[src/rtl/simon_pkg.sv]
// Shared types and helpers for the Simon tone path: colour codes, sequencer
// states and the default tone/gap durations used by the sound controller tests.
package simon_pkg;

    typedef enum logic [1:0] {
        RED    = 2'd0,
        BLUE   = 2'd1,
        GREEN  = 2'd2,
        YELLOW = 2'd3
    } color_e;

    typedef enum logic [2:0] {
        IDLE  = 3'd0,
        FETCH = 3'd1,
        LOAD  = 3'd2,
        TONE  = 3'd3,
        GAP   = 3'd4,
        DONE  = 3'd5
    } seq_state_e;

    localparam int DEFAULT_MAX_LEN     = 32;
    localparam int DEFAULT_TONE_CYCLES = 25_000_000;
    localparam int DEFAULT_GAP_CYCLES  = 12_500_000;

    function automatic logic [3:0] color_to_onehot(input color_e c);
        logic [3:0] oh;
        oh = 4'b0000;
        case (c)
            RED:     oh = 4'b0001;
            BLUE:    oh = 4'b0010;
            GREEN:   oh = 4'b0100;
            YELLOW:  oh = 4'b1000;
            default: oh = 4'b0000;
        endcase
        return oh;
    endfunction

    function automatic logic is_onehot4(input logic [3:0] v);
        return (v != 4'b0000) && ((v & (v - 4'd1)) == 4'b0000);
    endfunction

endpackage

[src/rtl/duration_timer.sv]
// Down-counter for fixed-length phases: load N-1 on phase entry, expire pulses
// on the last cycle of the phase while enabled.
module duration_timer #(
    parameter int CNT_W = 8
) (
    input  logic             clk,
    input  logic             rst,
    input  logic             load,
    input  logic [CNT_W-1:0] load_val,
    input  logic             en,
    output logic             expire
);

    logic [CNT_W-1:0] cnt;

    always_ff @(posedge clk) begin
        if (rst) begin
            cnt <= '0;
        end else if (load) begin
            cnt <= load_val;
        end else if (en && (cnt != '0)) begin
            cnt <= cnt - CNT_W'(1);
        end
    end

    assign expire = en && (cnt == '0);

endmodule

[src/rtl/simon_tone_sequencer.sv]
// Plays a stored Simon pattern onto led_color (tone then gap per step) and
// echoes single player presses while idle; playback owns led_color when busy.
module simon_tone_sequencer
    import simon_pkg::*;
#(
    parameter int MAX_LEN     = DEFAULT_MAX_LEN,
    parameter int TONE_CYCLES = DEFAULT_TONE_CYCLES,
    parameter int GAP_CYCLES  = DEFAULT_GAP_CYCLES,
    parameter int ADDR_W      = $clog2(MAX_LEN),
    parameter int LEN_W       = $clog2(MAX_LEN + 1)
) (
    input  logic              clk,
    input  logic              rst,
    input  logic              start,
    input  logic              abort,
    input  logic [LEN_W-1:0]  seq_len,
    output logic [ADDR_W-1:0] rd_addr,
    input  logic [1:0]        rd_data,
    input  logic              player_en,
    input  logic [3:0]        player_press,
    output logic [3:0]        led_color,
    output logic              busy,
    output logic              done
);

    localparam int MAX_DUR = (TONE_CYCLES > GAP_CYCLES) ? TONE_CYCLES : GAP_CYCLES;
    localparam int CNT_W   = $clog2(MAX_DUR + 1);

    seq_state_e        state, state_n;
    logic [ADDR_W-1:0] step, step_n;
    logic [LEN_W-1:0]  len, len_n;
    logic [3:0]        led_n;
    logic              tmr_load, tmr_en, tmr_expire;
    logic [CNT_W-1:0]  tmr_val;

    duration_timer #(
        .CNT_W(CNT_W)
    ) u_timer (
        .clk      (clk),
        .rst      (rst),
        .load     (tmr_load),
        .load_val (tmr_val),
        .en       (tmr_en),
        .expire   (tmr_expire)
    );

    always_ff @(posedge clk) begin
        if (rst) begin
            state     <= IDLE;
            step      <= '0;
            len       <= '0;
            led_color <= 4'b0000;
        end else begin
            state     <= state_n;
            step      <= step_n;
            len       <= len_n;
            led_color <= led_n;
        end
    end

    always_comb begin
        state_n  = state;
        step_n   = step;
        len_n    = len;
        led_n    = led_color;
        tmr_load = 1'b0;
        tmr_en   = 1'b0;
        tmr_val  = '0;

        case (state)
            IDLE: begin
                led_n = (player_en && is_onehot4(player_press)) ? player_press : 4'b0000;
                if (start && !abort) begin
                    step_n = '0;
                    if (seq_len == '0) begin
                        state_n = DONE;
                    end else begin
                        len_n   = (seq_len > LEN_W'(MAX_LEN)) ? LEN_W'(MAX_LEN) : seq_len;
                        state_n = FETCH;
                    end
                end
            end
            FETCH: begin
                led_n   = 4'b0000;
                state_n = LOAD;
            end
            LOAD: begin
                // rd_data now reflects the address presented during FETCH
                led_n    = color_to_onehot(color_e'(rd_data));
                tmr_load = 1'b1;
                tmr_val  = CNT_W'(TONE_CYCLES - 1);
                state_n  = TONE;
            end
            TONE: begin
                tmr_en = 1'b1;
                if (tmr_expire) begin
                    led_n    = 4'b0000;
                    tmr_load = 1'b1;
                    tmr_val  = CNT_W'(GAP_CYCLES - 1);
                    state_n  = GAP;
                end
            end
            GAP: begin
                tmr_en = 1'b1;
                if (tmr_expire) begin
                    if (LEN_W'(step) == (len - LEN_W'(1))) begin
                        state_n = DONE;
                    end else begin
                        step_n  = step + ADDR_W'(1);
                        state_n = FETCH;
                    end
                end
            end
            DONE: begin
                led_n   = 4'b0000;
                state_n = IDLE;
            end
            default: begin
                led_n   = 4'b0000;
                state_n = IDLE;
            end
        endcase

        if (abort && (state != IDLE)) begin
            state_n  = IDLE;
            led_n    = 4'b0000;
            tmr_load = 1'b0;
            tmr_en   = 1'b0;
        end
    end

    assign rd_addr = step;
    assign busy    = (state != IDLE);
    assign done    = (state == DONE);

endmodule

[config.mk]
export PLATFORM = sky130hd
export DESIGN_NAME = simon_tone_sequencer
export DESIGN_NICKNAME = d
export VERILOG_FILES = /design/src/rtl/simon_pkg.sv /design/src/rtl/duration_timer.sv /design/src/rtl/simon_tone_sequencer.sv
export SDC_FILE = /design/constraint.sdc
export NUM_CORES = 1
export LEC_CHECK = 0
export ABC_CLOCK_PERIOD_IN_PS = 3520
export BUFFER_PORTS_ARGS = -buffer_cell sky130_fd_sc_hd__buf_4
export CAP_MARGIN = 20
export CORE_UTILIZATION = 40
export CTS_BUF_LIST = sky130_fd_sc_hd__clkbuf_8
export CTS_CLUSTER_SIZE = 24
export DETAILED_ROUTE_END_ITERATION = 8
export PLACE_DENSITY = 0.7
export SETUP_SLACK_MARGIN = 0.02
export SYNTH_ARGS = -nofsm -noshare
export SYNTH_HDL_FRONTEND = slang
export SYNTH_SLANG_ARGS = --single-unit
[constraint.sdc]
create_clock -name clk -period 3.52 [get_ports clk]
set_input_delay 0.88 -clock clk [delete_from_list [all_inputs] [get_ports clk]]
set_output_delay 0.88 -clock clk [all_outputs]
set_load 0.05 [all_outputs]
# Yosys cells after proc, flatten, opt, wreduce, memory -nomap -nowiden
# Cells that the tools add are included.
# totals
reg_bits	43
out_inout_bits	11
# op_classes
add_sub_neg	4
magnitude_cmp	1
n_eq_ne	13
mux	24
bitwise	3
n_reduce_logical	23
# op_table
cell	count
two-way mux 25 bit	2
case mux 25 bit (2 select lines)	1
case mux 4 bit (4 select lines)	2
logical NOT 25 bit	1
nonzero test 25 bit	1
subtractor 25 x 1 -> 25 bit, second input constant	1
two-way mux 24 bit	1
two-way mux 3 bit	5
two-way mux 5 bit	3
case mux 3 bit (5 select lines)	1
case mux 5 bit (2 select lines)	1
two-way mux 4 bit	2
inequality test 2 bit, second input constant	4
== test 3 x 2 -> 1 bit, second input constant	2
== test 3 bit, second input constant	2
== test 5 x 6 -> 1 bit	1
greater-than comparator 6 bit, second input constant	1
logical AND 1 bit	6
logical NOT 6 bit	1
two-way mux 6 bit	1
AND reduction 3 bit	2
subtractor 6 x 1 -> 6 bit, second input constant	1
adder 5 x 1 -> 5 bit, second input constant	1
AND 4 bit	1
other kinds (17)	24

# Longest topological paths before layout
# Gate-level depths: netlist of run 1.
# logic_depth
ltp_word	9
mapped_depth	9
depth_no_buf	8

# Modules after synthesis
# A second synthesis of run 1 with hierarchy kept.
# unflattened
hier_cells	324
area_unflattened_um2	2666.3
# by_module_without_submodules
module	n_inst	cells_per_inst	area_each_um2	seq_area_each_um2
duration_timer	1	183	1549.0	500.5
simon_tone_sequencer	1	141	1117.3	360.3

# Least setup slack after synthesis of run 1
# No wires, ideal clock.
# synth_path
path_kind	reg-to-output
startpoint	register state[2]
endpoint	output port done
arrival_ns	1.499
slack_ns	1.141
path_stages_with_launch	5
n_path_buf	2
cell_sequence	dfxtp_1 > clkbuf_1 > clkbuf_1 > nand2_1 > nor2_1
# synth_between
elab_chain_len	1
# synth_rtl
item	line	rtl
start: declaration	simon_tone_sequencer.sv:29	seq_state_e state, state_n;
start signal: assignment	simon_tone_sequencer.sv:54	state <= state_n;
== test 3 bit	simon_tone_sequencer.sv:134	assign done = (state == DONE);
end: declaration	simon_tone_sequencer.sv:23	output logic done
# Every way passes these cells.

# Final worst setup path of run 1
# layout_path
startpoint	register state[2]
endpoint	register u_timer.cnt[15]
# layout_between
elab_chain_len	9
# layout_rtl
item	line	rtl
== test 3 bit or == test 3 x 2 -> 1 bit (tied branches)	simon_tone_sequencer.sv:70	case (state)
OR reduction 2 bit (no source line)	--	
two-way mux 1 bit	simon_tone_sequencer.sv:70	
two-way mux 1 bit	simon_tone_sequencer.sv:124	if (abort && (state != IDLE)) begin
logical AND 1 bit	duration_timer.sv:26	assign expire = en && (cnt == '0);
two-way mux 1 bit	simon_tone_sequencer.sv:96	if (tmr_expire) begin
case mux 1 bit (2 select lines)	simon_tone_sequencer.sv:70	
two-way mux 1 bit	simon_tone_sequencer.sv:124	
two-way mux 25 bit or nonzero test 2 bit (tied branches)	--	
end signal: assignment	duration_timer.sv:20	cnt <= load_val;
end signal: assignment	duration_timer.sv:22	cnt <= cnt - CNT_W'(1);
end: declaration	duration_timer.sv:14	logic [CNT_W-1:0] cnt;
# Several ways; a longest one is shown, not always the timed one.
# A chain may end at the register's enable or synchronous reset.

==> summary.md, run 1 <==
| Metric | Value |
|---|---|
| Ys Warns | 0 |
| CP startpoint kind | register |
| Root Driver | clkbuf_8 |
| WP data required | 3.73 ns |
| Clock Latency Late Sink | approximately 0.30 ns |
| Final core occ | a little under half |
| Minimum clock period | around 2.6 ns |
| Hold crit path type | reg -> reg |
| # IOs | 28 |
| Max Clk Rate | roughly 380 MHz |
| Slowest CP cell | dfxtp_1 |
| Drt initial violations | approximately 140 |
| CTS resizes | 0 |
| DP Area | ~2900 um2 |
| Postcts setup bufs | 0 |
| Max Cap Viol | 0 |
| Share of cells above drive strength 1 | 16.37% |
| Most common cell after layout, fill and taps aside | dfxtp_1 |
| Starting Density | 41.50% |
| Number of diodes | 0 |
| Maximum buffer depth of the clock tree | 2 |
| CP Cell Sequence | nand3b_1 > nor3_1 > and4_1 > nor2_1 > o21ai_0 > a221oi_2 |
| Most frequent cells in the layout | dfxtp_1 (43), nor2_1 (28), buf_4 (28) |
| CP Class | reg -> reg |
| I/O Buffers | 27 |
| Area Overhead vs Synth | 12.68% |
| Post-Synthesis Net Count | between 300 and 400 |
| CTS tree | built |
| Unrepaired setup endpoints after global routing | no |
| Post-CTS Hold Buffers | 0 |
| Fin crit share | about three quarters |
| Design Area, Final | 2969 um2 |
| CTS sink count | 43 |
| Synthesized flop and latch total | 43 |
| Vias in the first global route | ~2200 |
| Final WL | 6079 um |
| Final slew viol count | 0 |
| Final setup fails | 0 |
| Total power | around 1.1 mW |
| Post-synth cell types | 59 |
| Ys async rst share | 0% |
| Number of flops mapped to enable cells by yosys | 0 |
| Cell Rows | 29 |
| Worst EP arrival | approximately 2.9 ns |
| Main flop type after synthesis | dfxtp_1 |
| WHS | 0.4722 ns |
| Vias | ~2500 |
| Post-Syn Instances | between 300 and 400 |
| Die X | ~83 um |
| Pwr/cell area | 361.3 nW/um2 |
| Syn Std Cell Area | 2635 um2 |
| Drt first pass iters | 4 |
| Total CTS buffers | 5 |
| Slew margin rel. | around two fifths |
| H-tree levels | 2 |
| ANT nets after route | 0 |
| Routed len/inst | about 15 um |
| Gr ovfl total | 0 |
| Total die area | slightly below 7000 um2 |
| Fillcell total | roughly 640 |
| Clock transition at path regs | approximately 0.09 ns |
| DRC | 0 |
| Antenna violations before repair | 0 |
| Leak | roughly 1.1 nW |
| First-pass GRT wire length | just over 10000 um |
| Total track usage | between 15 and 20% |
| Avg Inst Size Synth | 8.183 um2 |
| Status | completed |
| GPL Wtd Cong | 0.8724 |
| VDD IR max | roughly 200 uV |
| Core box area | around 6300 um2 |
| Nets | 362 |
| Crit Path Max Fanout | 19 |
| Largest net degree at the start of global routing | 43 |
| Final HPWL DP | around 4300 um |
| Register area share after synthesis | 32.67% |
| Final Hold Viols | 0 |
| Setup_tns | 0 ns |
| Die Ht | approximately 83 um |
| Crit. End Element | register |
| Vias per inst | 5.964 |
| Max incr delay on CP | roughly 0.69 ns |
| Skew final | roughly 0.013 ns |
| Worst-Margin Slew | slightly below 0.9 ns |
logic make-up after synthesis:
family / after synthesis / synth area share (%)
adder cells (fa/ha/maj): 4 / 1.899
AND/OR/NAND/NOR: 146 / 33.43
AO/OA/AOI/OAI: 83 / 20.18
multiplexers: 3 / 1.140
XOR/XNOR: 19 / 6.315
flip-flops: 43 / 32.67
buffers and inverters: 24 / 4.368
cell usage after synthesis (2+ instances only):
library cell / n / area, um2
nor2_1: 28 / 105.1
nor3_1: 16 / 80.08
a21o_1: 3 / 22.52
a221oi_2: 2 / 30.03
a221o_1: 2 / 20.02
and3_1: 2 / 12.51
mux2i_1: 3 / 30.03
and4_1: 3 / 26.28
xor2_1: 13 / 113.9
buf_6: 2 / 22.52
nand4b_1: 5 / 43.79
o21ai_0: 18 / 90.09
a31oi_1: 12 / 75.07
nand2_1: 13 / 48.80
xnor2_1: 6 / 52.55
or3b_2: 2 / 17.52
ha_1: 4 / 50.05
nand4_1: 6 / 37.54
inv_1: 8 / 30.03
o21ai_1: 2 / 10.01
nand2b_1: 3 / 18.77
clkbuf_1: 10 / 37.54
nor3_4: 2 / 32.53
o31ai_1: 3 / 22.52
nand3b_1: 12 / 90.09
dfxtp_1: 43 / 860.8
and2_1: 3 / 18.77
or2_2: 2 / 12.51
or4_4: 3 / 33.78
nand3_1: 8 / 40.04
a21oi_1: 26 / 130.1
or3_1: 7 / 43.79
nor3b_1: 3 / 22.52
o22ai_1: 2 / 12.51
a221oi_1: 3 / 26.28
nor2b_1: 5 / 31.28
or4_1: 6 / 45.04
nor4_1: 10 / 62.56
final cells by class:
cell class	count	area (um2)	share of cell area [%]
repair buffers	28	210.2	7.080
flip-flops and latches	43	860.8	28.99
well taps	77	96.34	3.245
clock buffers	5	68.82	2.318
inverters	8	30.03	1.011
multi-input cells	255	1659	55.88
clock inverters	3	43.79	1.475
registers in the layout (all words and copies together) (netlist names):
signal / flops
led_color: 4
len: 6
rd_addr: 5
state: 3
u_timer.cnt: 25
metrics by stage:
step	setup slack, ns	std cells
6_report	0.8868	419
5_1_grt	0.6928	419
4_1_cts	0.9181	419
3_5_place_dp	0.8334	411
3_3_place_gp	0.8598	411
2_1_floorplan	1.141	322
worst paths after layout:
path / slack, ns / from / cells past startpoint / endpoint
worst min-delay path: 0.47 / led_color[3] / 2 / led_color[3]
worst max register to register: 0.89 / state[2] / 6 / u_timer.cnt[15]
worst min register to register: 0.47 / led_color[3] / 2 / led_color[3]
worst max-delay path: 0.89 / state[2] / 6 / u_timer.cnt[15]
metal layers:
layer	share of wire, %	up-vias	track usage (%)
li1	-	1249	-
met1	49	1192	23.72
met5	0	-	0
met2	46	49	28.84
met4	1.4	0	6.270
met3	3.3	9	2.783
critical path, delay by kind of cell (launching register included):
kind               cells  cell delay [ns]
and+or+nand+nor        4             1.37
DFF                    1             0.69
AOI/OAI and AO/OA      2             0.49
report_power, final:
part / switching, mW / internal [mW] / leakage, nW
Sequential: 0.0119 / 0.496 / 0.347
Combinational: 0.103 / 0.0680 / 0.663
Clock: 0.183 / 0.211 / 0.0581
No activity file was read; power rests on OpenSTA's default activity.
==> run 2, diff against run 1 <==
--- a/config.mk
+++ b/config.mk
@@ -5,14 +5,15 @@
 export SDC_FILE = /design/constraint.sdc
 export NUM_CORES = 1
 export LEC_CHECK = 0
-export ABC_CLOCK_PERIOD_IN_PS = 3520
+export ABC_AREA = 1
+export ABC_CLOCK_PERIOD_IN_PS = 2200
 export BUFFER_PORTS_ARGS = -buffer_cell sky130_fd_sc_hd__buf_4
 export CAP_MARGIN = 20
 export CORE_UTILIZATION = 40
 export CTS_BUF_LIST = sky130_fd_sc_hd__clkbuf_8
 export CTS_CLUSTER_SIZE = 24
 export DETAILED_ROUTE_END_ITERATION = 8
-export PLACE_DENSITY = 0.7
+export PLACE_DENSITY = 0.72
 export SETUP_SLACK_MARGIN = 0.02
 export SYNTH_ARGS = -nofsm -noshare
 export SYNTH_HDL_FRONTEND = slang
==> constraint.sdc (replaced) <==
create_clock -name clk -period 2.2 [get_ports clk]
set_input_delay 0.55 -clock clk [delete_from_list [all_inputs] [get_ports clk]]
set_output_delay 0.55 -clock clk [all_outputs]
set_load 0.05 [all_outputs]
==> run 2 against run 1 <==
Register-to-register slack got worse by 0.59 ns; final cell count increased by 38%; global-route usage grew 1.9 points; non-clock buffer count increased by 3; largest cell class unchanged.
==> summary.md, run 2 <==
| Metric | Value |
|---|---|
| Root Driver | clkbuf_8 |
| Final setup fails | 0 (unchanged) |
| Max Cap Viol | 0 (unchanged) |
| Share of cells above drive strength 1 | 14.11% (-2.3 points) |
| Skew final | 0.007530 ns (-0.005379 ns) |
| Cell Rows | 30 (+3.4%) |
| Total CTS buffers | 5 (unchanged) |
| Final core occ | 47.37% (+0.61 points) |
| Pre-CTS WS | 0.2337 ns (-0.5997 ns) |
| Final WL | 6730 um (+11%) |
| Gr ovfl total | 0 (unchanged) |
| Post-CTS Hold Buffers | 0 (unchanged) |
| Number of flops mapped to enable cells by yosys | 0 (unchanged) |
| Switch share | 49.20% (+21 points) |
| DRC | 0 (unchanged) |
| Vias in the first global route | 2584 (+17%) |
| Max reg flops | 25 (unchanged) |
| Most common cell after layout, fill and taps aside | nand2_1 |
| Number of diodes | 0 (unchanged) |
| Largest net degree at the start of global routing | 23 (-47%) |
| Leading area contributor after synthesis | dfxtp_1 |
| Ys async rst share | 0% (unchanged) |
| Synthesized flop and latch total | 43 (unchanged) |
| CP startpoint kind | register |
| Fillcell total | 700 (+10%) |
| Pwr/cell area | 1159 nW/um2 (+220%) |
| Final HPWL DP | 5178 um (+19%) |
| Combinational power share | 59.4% (+43 points) |
| Setup_tns | 0 ns (unchanged) |
| CTS tree | built |
| Area Overhead vs Synth | 14.26% |
| Clk pwr share | 13.3% (-24 points) |
| # IOs | 28 (unchanged) |
| Hold crit path type | reg -> reg |
| DR WL met3 | 272 um (+34%) |
| Ranking of synthesized cells by area | dfxtp_1 (31%), nand2_1 (14%), nor2_1 (12%) |
| Top-count cell post-synth | nand2_1 |
| Die Ht | 85.91 um (+3.3%) |
| Maximum buffer depth of the clock tree | 2 (unchanged) |
| Post-synth cell types | 33 (-44%) |
| Vias | 2866 (+15%) |
| Drt first pass iters | 4 (unchanged) |
| WHS | 0.4671 ns (-0.005056 ns) |
| First-pass GRT wire length | 11600 um (+15%) |
| Minimum clock period | 1.913 ns |
| ANT nets after route | 0 (unchanged) |
| Crit. End Element | primary output |
| Fin crit share | about 87% |
| Final Hold Viols | 0 (unchanged) |
| I/O Buffers | 27 (unchanged) |
| WP data required | 1.65 ns (-2.08 ns) |
| Slew margin rel. | 63.65% (+23 points) |
| Unrepaired setup endpoints after global routing | no |
| Antenna violations before repair | 0 (unchanged) |
| Post-Syn Instances | 449 (+39%) |
| CP Class | reg -> out |
| CTS sink count | 43 (unchanged) |
| Ys Warns | 0 (unchanged) |
| Post-Synthesis Net Count | 470 (+37%) |
| Seq pwr share | 27.4% (-20 points) |
| Share of the synthesized area in the top cell type | 30.56% (-2.1 points) |
| Design Area, Final | 3218 um2 (+8.4%) |
| Total track usage | 19.56% (+1.9 points) |
| Final slew viol count | 0 (unchanged) |
| Nets | 502 (+39%) |
| Drt initial violations | 159 (+15%) |
| Max Clk Rate | 522.8 MHz |
| Leak | 1.526 nW (+43%) |
| Clock transition at path regs | 0.09 ns (about the same) |
| GPL Wtd Cong | 0.9604 (+10%) |
| NetSw | 1.835 mW (+520%) |
| Postcts setup bufs | 0 (unchanged) |
| Synth cell count leaders | nand2_1 (108), nor2_1 (91), inv_1 (47), dfxtp_1 (43), a21oi_1 (34) |
| Die X | 85.91 um (+3.3%) |
| Avg Inst Size Synth | 6.273 um2 (-23%) |
| Int Power | 1.894 mW (+140%) |
| Met2 wire length | 3185 um (+13%) |
| Worst-Margin Slew | 0.5403 ns (-0.3401 ns) |
| Worst EP arrival | 1.36 ns (-1.49 ns) |
| Vias per inst | 4.958 (-17%) |
| Worst setup slack after layout | 0.2872 ns (-0.5996 ns) |
| Register area share after synthesis | 30.56% (-2.1 points) |
| DP Area | 3133 um2 (+9.7%) |
| Total die area | 7381 um2 (+6.7%) |
| Syn Std Cell Area | 2816 um2 (+6.9%) |
| Crit Path Max Fanout | 5 (-14) |
| VDD IR max | 594.9 uV (+200%) |
| Core box area | 6794 um2 (+7.0%) |
| Highest routed metal layer | met4 |
| Main flop type after synthesis | dfxtp_1 |
| Most frequent cells in the layout | nand2_1 (108), nor2_1 (91), inv_1 (48) |
| CTS resizes | 0 (unchanged) |
| Clock Latency Late Sink | 0.29 ns (about the same) |
| M1 WL | 3207 um (+8.0%) |
| H-tree levels | 2 (unchanged) |
| Largest Register | u_timer.cnt |
| Status | completed |
| Starting Density | 41.45% (-0.043 points) |
| Routed len/inst | 11.64 um (-20%) |
run 2: changes by cell type in the layout (fill, tap and decap cells not counted), sizes merged, moves of 10 or more:
cell | before | now
inv | 8 | 52
nand2 | 14 | 118
nand3 | 8 | 24
nand3b | 12 | 1
nor2 | 29 | 104
nor3 | 19 | 8
nor4 | 11 | 1
run 2: logic make-up after synthesis:
logic type               Yosys count  synth area share (%)
AO/OA/AOI/OAI                     67                 12.97
XOR/XNOR                          13                 4.043
adder cells (fa/ha/maj)            4                 1.777
buffers and inverters             57                 8.263
flip-flops                        43                 30.56
AND/OR/NAND/NOR                  265                 42.38
run 2: power groups by stage:
stage | logic, mW | clock network [mW] | registers [mW]
after floorplan | 1.73 | 0 | 1.05
after global placement | 2.17 | 0 | 1.03
after detailed placement | 2.19 | 0 | 1.03
after CTS | 2.20 | 0.515 | 1.02
after global routing | 2.50 | 0.554 | 1.04
final | 2.21 | 0.494 | 1.02
run 2: layout make-up:
class / count / area, um2 / share of cell area (%)
repair buffers: 31 / 232.7 / 7.232
flip-flops and latches: 43 / 860.8 / 26.75
well taps: 96 / 120.1 / 3.732
clock inverters: 3 / 16.27 / 0.5054
multi-input cells: 349 / 1723 / 53.54
inverters: 51 / 196.4 / 6.104
clock buffers: 5 / 68.82 / 2.138
run 2: final timing paths:
kind / start / endpoint / slack, ns / depth (start not counted)
setup / recovery: state[0] / busy / 0.29 / 5
hold / removal: u_timer.cnt[0] / u_timer.cnt[0] / 0.47 / 2
setup reg to reg: state[0] / u_timer.cnt[6] / 0.30 / 9
hold reg to reg: u_timer.cnt[0] / u_timer.cnt[0] / 0.47 / 2
run 2: stage by stage:
stage	std cells	power [mW]
finish	578	3.729
global placement	570	3.197
floorplan	449	2.785
detailed placement	570	3.223
CTS	578	3.732
global route	578	4.096
run 2: critical path, cell delays in order (launching register included):
cell	delay (ns)
dfxtp_1	0.36
nor2_2	0.20
inv_1	0.10
nor2_2	0.10
inv_1	0.10
buf_4	0.20
run 2: routing by layer:
layer / up-vias / GRT usage [%]
li1: 1494 / -
met4: 0 / 4.394
met3: 8 / 3.754
met5: - / 0
met1: 1300 / 26.20
met2: 64 / 32.54
==> run 3, diff against run 2 <==
--- a/config.mk
+++ b/config.mk
@@ -5,7 +5,6 @@
 export SDC_FILE = /design/constraint.sdc
 export NUM_CORES = 1
 export LEC_CHECK = 0
-export ABC_AREA = 1
 export ABC_CLOCK_PERIOD_IN_PS = 2200
 export BUFFER_PORTS_ARGS = -buffer_cell sky130_fd_sc_hd__buf_4
 export CAP_MARGIN = 20
==> run 3 against run 2 <==
The flow now finishes with violations (setup timing); flip-flop and latch count unchanged; setup slack got worse by 0.37 ns; core utilization increased by 7.9 points; sequential power decreased by 21%; sequential share of layout area decreased by 2.1 points; cell area increased by 9.1%; clock power about the same; via count decreased by 4.7%; clock skew decreased by 0.0019 ns; non-clock buffer count increased by 49; register-to-register slack got worse by 0.38 ns.
==> summary.md, run 3 (synthesis results as in run 1) <==
| Metric | Value |
|---|---|
| Status | complete, but fails checks |
| Failing checks | setup timing |
| Nets | 414 (-18%) |
| Core box area | 6350 um2 (-6.5%) |
| Gr ovfl total | 0 (unchanged) |
| DP Area | 3241 um2 (+3.4%) |
| VDD IR max | 245.9 uV (-59%) |
| Reg2Reg Setup Slack | -0.08 ns (-0.38 ns) |
| Antenna violations before repair | 0 (unchanged) |
| Most Frequent Cell on Critical Path | or4_4 |
| Vias | 2730 (-4.7%) |
| Fillcell total | 575 (-18%) |
| Clock transition at path regs | 0.08 ns (about the same) |
| Final WL | 7303 um (+8.5%) |
| First-pass GRT wire length | 11830 um (+2.0%) |
| Crit Path Max Fanout | 6 (+1) |
| Drt first pass iters | 4 (unchanged) |
| Combinational power share | 23.0% (-36 points) |
| Placed insts | 461 (-19%) |
| Drt initial violations | 129 (-19%) |
| Most common cell after layout, fill and taps aside | buf_4 |
| DRC | 0 (unchanged) |
| Design Area, Final | 3512 um2 (+9.1%) |
| Final setup fails | 9 (+9) |
| Vias in the first global route | 2607 (+0.89%) |
| CP Class | reg -> reg |
| Vias per inst | 5.796 (+17%) |
| Total power | 1.692 mW (-55%) |
| CTS sink count | 43 (unchanged) |
| WP data required | 2.37 ns (+0.72 ns) |
| WHS | 0.4640 ns (-0.003083 ns) |
| Delay-heaviest family, CP | simple AND/OR/NAND/NOR gates |
| Share of cells above drive strength 1 | 34.01% (+20 points) |
| Maximum buffer depth of the clock tree | 2 (unchanged) |
| Total die area | 6916 um2 (-6.3%) |
| Worst-Margin Slew | 0.6998 ns (+0.1595 ns) |
| Max reg flops | 25 (unchanged) |
| Clock Latency Late Sink | 0.30 ns (about the same) |
| Seq pwr share | 47.8% (+20 points) |
| Worst setup slack after layout | -0.08291 ns (-0.3701 ns) |
| Final Hold Viols | 0 (unchanged) |
| Area Overhead vs Synth | 33.29% |
| Max Clk Rate | 438.0 MHz (-16%) |
| Routed len/inst | 15.51 um (+33%) |
| Pre-CTS WS | -0.1061 ns (-0.3398 ns) |
| Die X | 83.17 um (-3.2%) |
| Cell Rows | 29 (-3.3%) |
| Minimum clock period | 2.283 ns (+0.3701 ns) |
| Final slew viol count | 0 (unchanged) |
| Number of diodes | 0 (unchanged) |
| CP Cell Sequence | or4_4 > or4_4 > o21a_4 > or3_4 > a21oi_2 > nor4_1 |
| Int Power | 1.187 mW (-37%) |
| H-tree levels | 2 (unchanged) |
| Starting Density | 41.50% (+0.043 points) |
| Slowest CP cell | or4_4 |
| Root Driver | clkbuf_8 |
| Setup_tns | -0.3173 ns (-0.3173 ns) |
| I/O Buffers | 27 (unchanged) |
| ANT nets after route | 0 (unchanged) |
| Slew margin rel. | 52.86% (-11 points) |
| Max incr delay on CP | 0.53 ns (+0.17 ns) |
| Switch share | 29.83% (-19 points) |
| Fin crit share | 103.8% (+17 points) |
| Largest net degree at the start of global routing | 43 (+87%) |
| CP Buf/Inv Count | 0 (-3) |
| Hold crit path type | reg -> reg |
| Max Cap Viol | 0 (unchanged) |
| Layout Cells excl Fill | 471 (-19%) |
| Most frequent cells in the layout | buf_4 (74), dfxtp_1 (39), nor2_1 (28) |
| Largest Register | u_timer.cnt |
| Worst EP arrival | 2.45 ns (+1.09 ns) |
| Die Ht | 83.17 um (-3.2%) |
| CTS tree | built |
| Unrepaired setup endpoints after global routing | yes |
| CP startpoint kind | register |
| Pwr/cell area | 481.6 nW/um2 (-58%) |
| Leak | 1.380 nW (-9.6%) |
| Total track usage | 20.63% (+1.1 points) |
| Crit. End Element | register |
| Final HPWL DP | 5174 um (about the same) |
| Skew final | 0.005663 ns (-0.001867 ns) |
| Total CTS buffers | 5 (unchanged) |
| Clk pwr share | 29.2% (+16 points) |
| GPL Wtd Cong | 0.9145 (-4.8%) |
| Final core occ | 55.31% (+7.9 points) |
| NetSw | 504.5 uW (-73%) |
| # IOs | 28 (unchanged) |
run 3: changes by cell type in the layout (fill, tap and decap cells not counted), sizes merged, moves of 7 or more:
cell,previous run,this run
inv,52,10
nor2,104,29
a21oi,35,27
or3,0,8
nor3,8,19
nand2,118,14
nor4,1,11
or4,0,9
nand3b,1,12
nand3,24,8
a31oi,5,12
buf,31,80
run 3: cell type report:
class                           count  area (um2)  share of cell area [%]
Clock buffer                        5       68.82                   1.959
Clock inverter                      3       12.51                  0.3563
Inverter                            8       30.03                  0.8550
Multi-Input combinational cell    255        1807                   51.44
Sequential cell                    43       865.8                   24.65
Tap cell                           77       96.34                   2.743
Timing Repair Buffer               80       631.9                   17.99
run 3: timing repair:
item                                    CTS  global route
endpoints found under the setup margin   27            33
pin swaps                                 9            21
buffers inserted                          0             2
resized for setup                        11            32
hold buffers                              0             0
run 3: power by group through the flow:
| stage | clock network (mW) | registers (mW) | logic, mW |
|---|---|---|---|
| after CTS | 0.497 | 0.807 | 0.339 |
| after global placement | 0 | 0.824 | 0.325 |
| after floorplan | 0 | 0.826 | 0.200 |
| after detailed placement | 0 | 0.825 | 0.331 |
| final | 0.494 | 0.808 | 0.389 |
| after global routing | 0.529 | 0.810 | 0.422 |
run 3: worst paths after layout:
| check | from | end | depth (start not counted) |
|---|---|---|---|
| max | u_timer.cnt[3] | u_timer.cnt[17] | 6 |
| min | led_color[3] | led_color[3] | 2 |
| max reg2reg | u_timer.cnt[3] | u_timer.cnt[17] | 6 |
| min reg2reg | led_color[3] | led_color[3] | 2 |
run 3: tightest hold or removal path: stages (launching register included):
cell,delay [ns]
dfxtp_1,0.32
nand2_1,0.05
a21oi_1,0.05
run 3: routing by layer:
layer	wire (um)	up-vias	track usage (%)
li1	-	1355	-
met1	3249	1280	25.53
met2	3615	76	35.25
met3	277	19	2.883
met4	161	0	9.718
met5	0	-	0
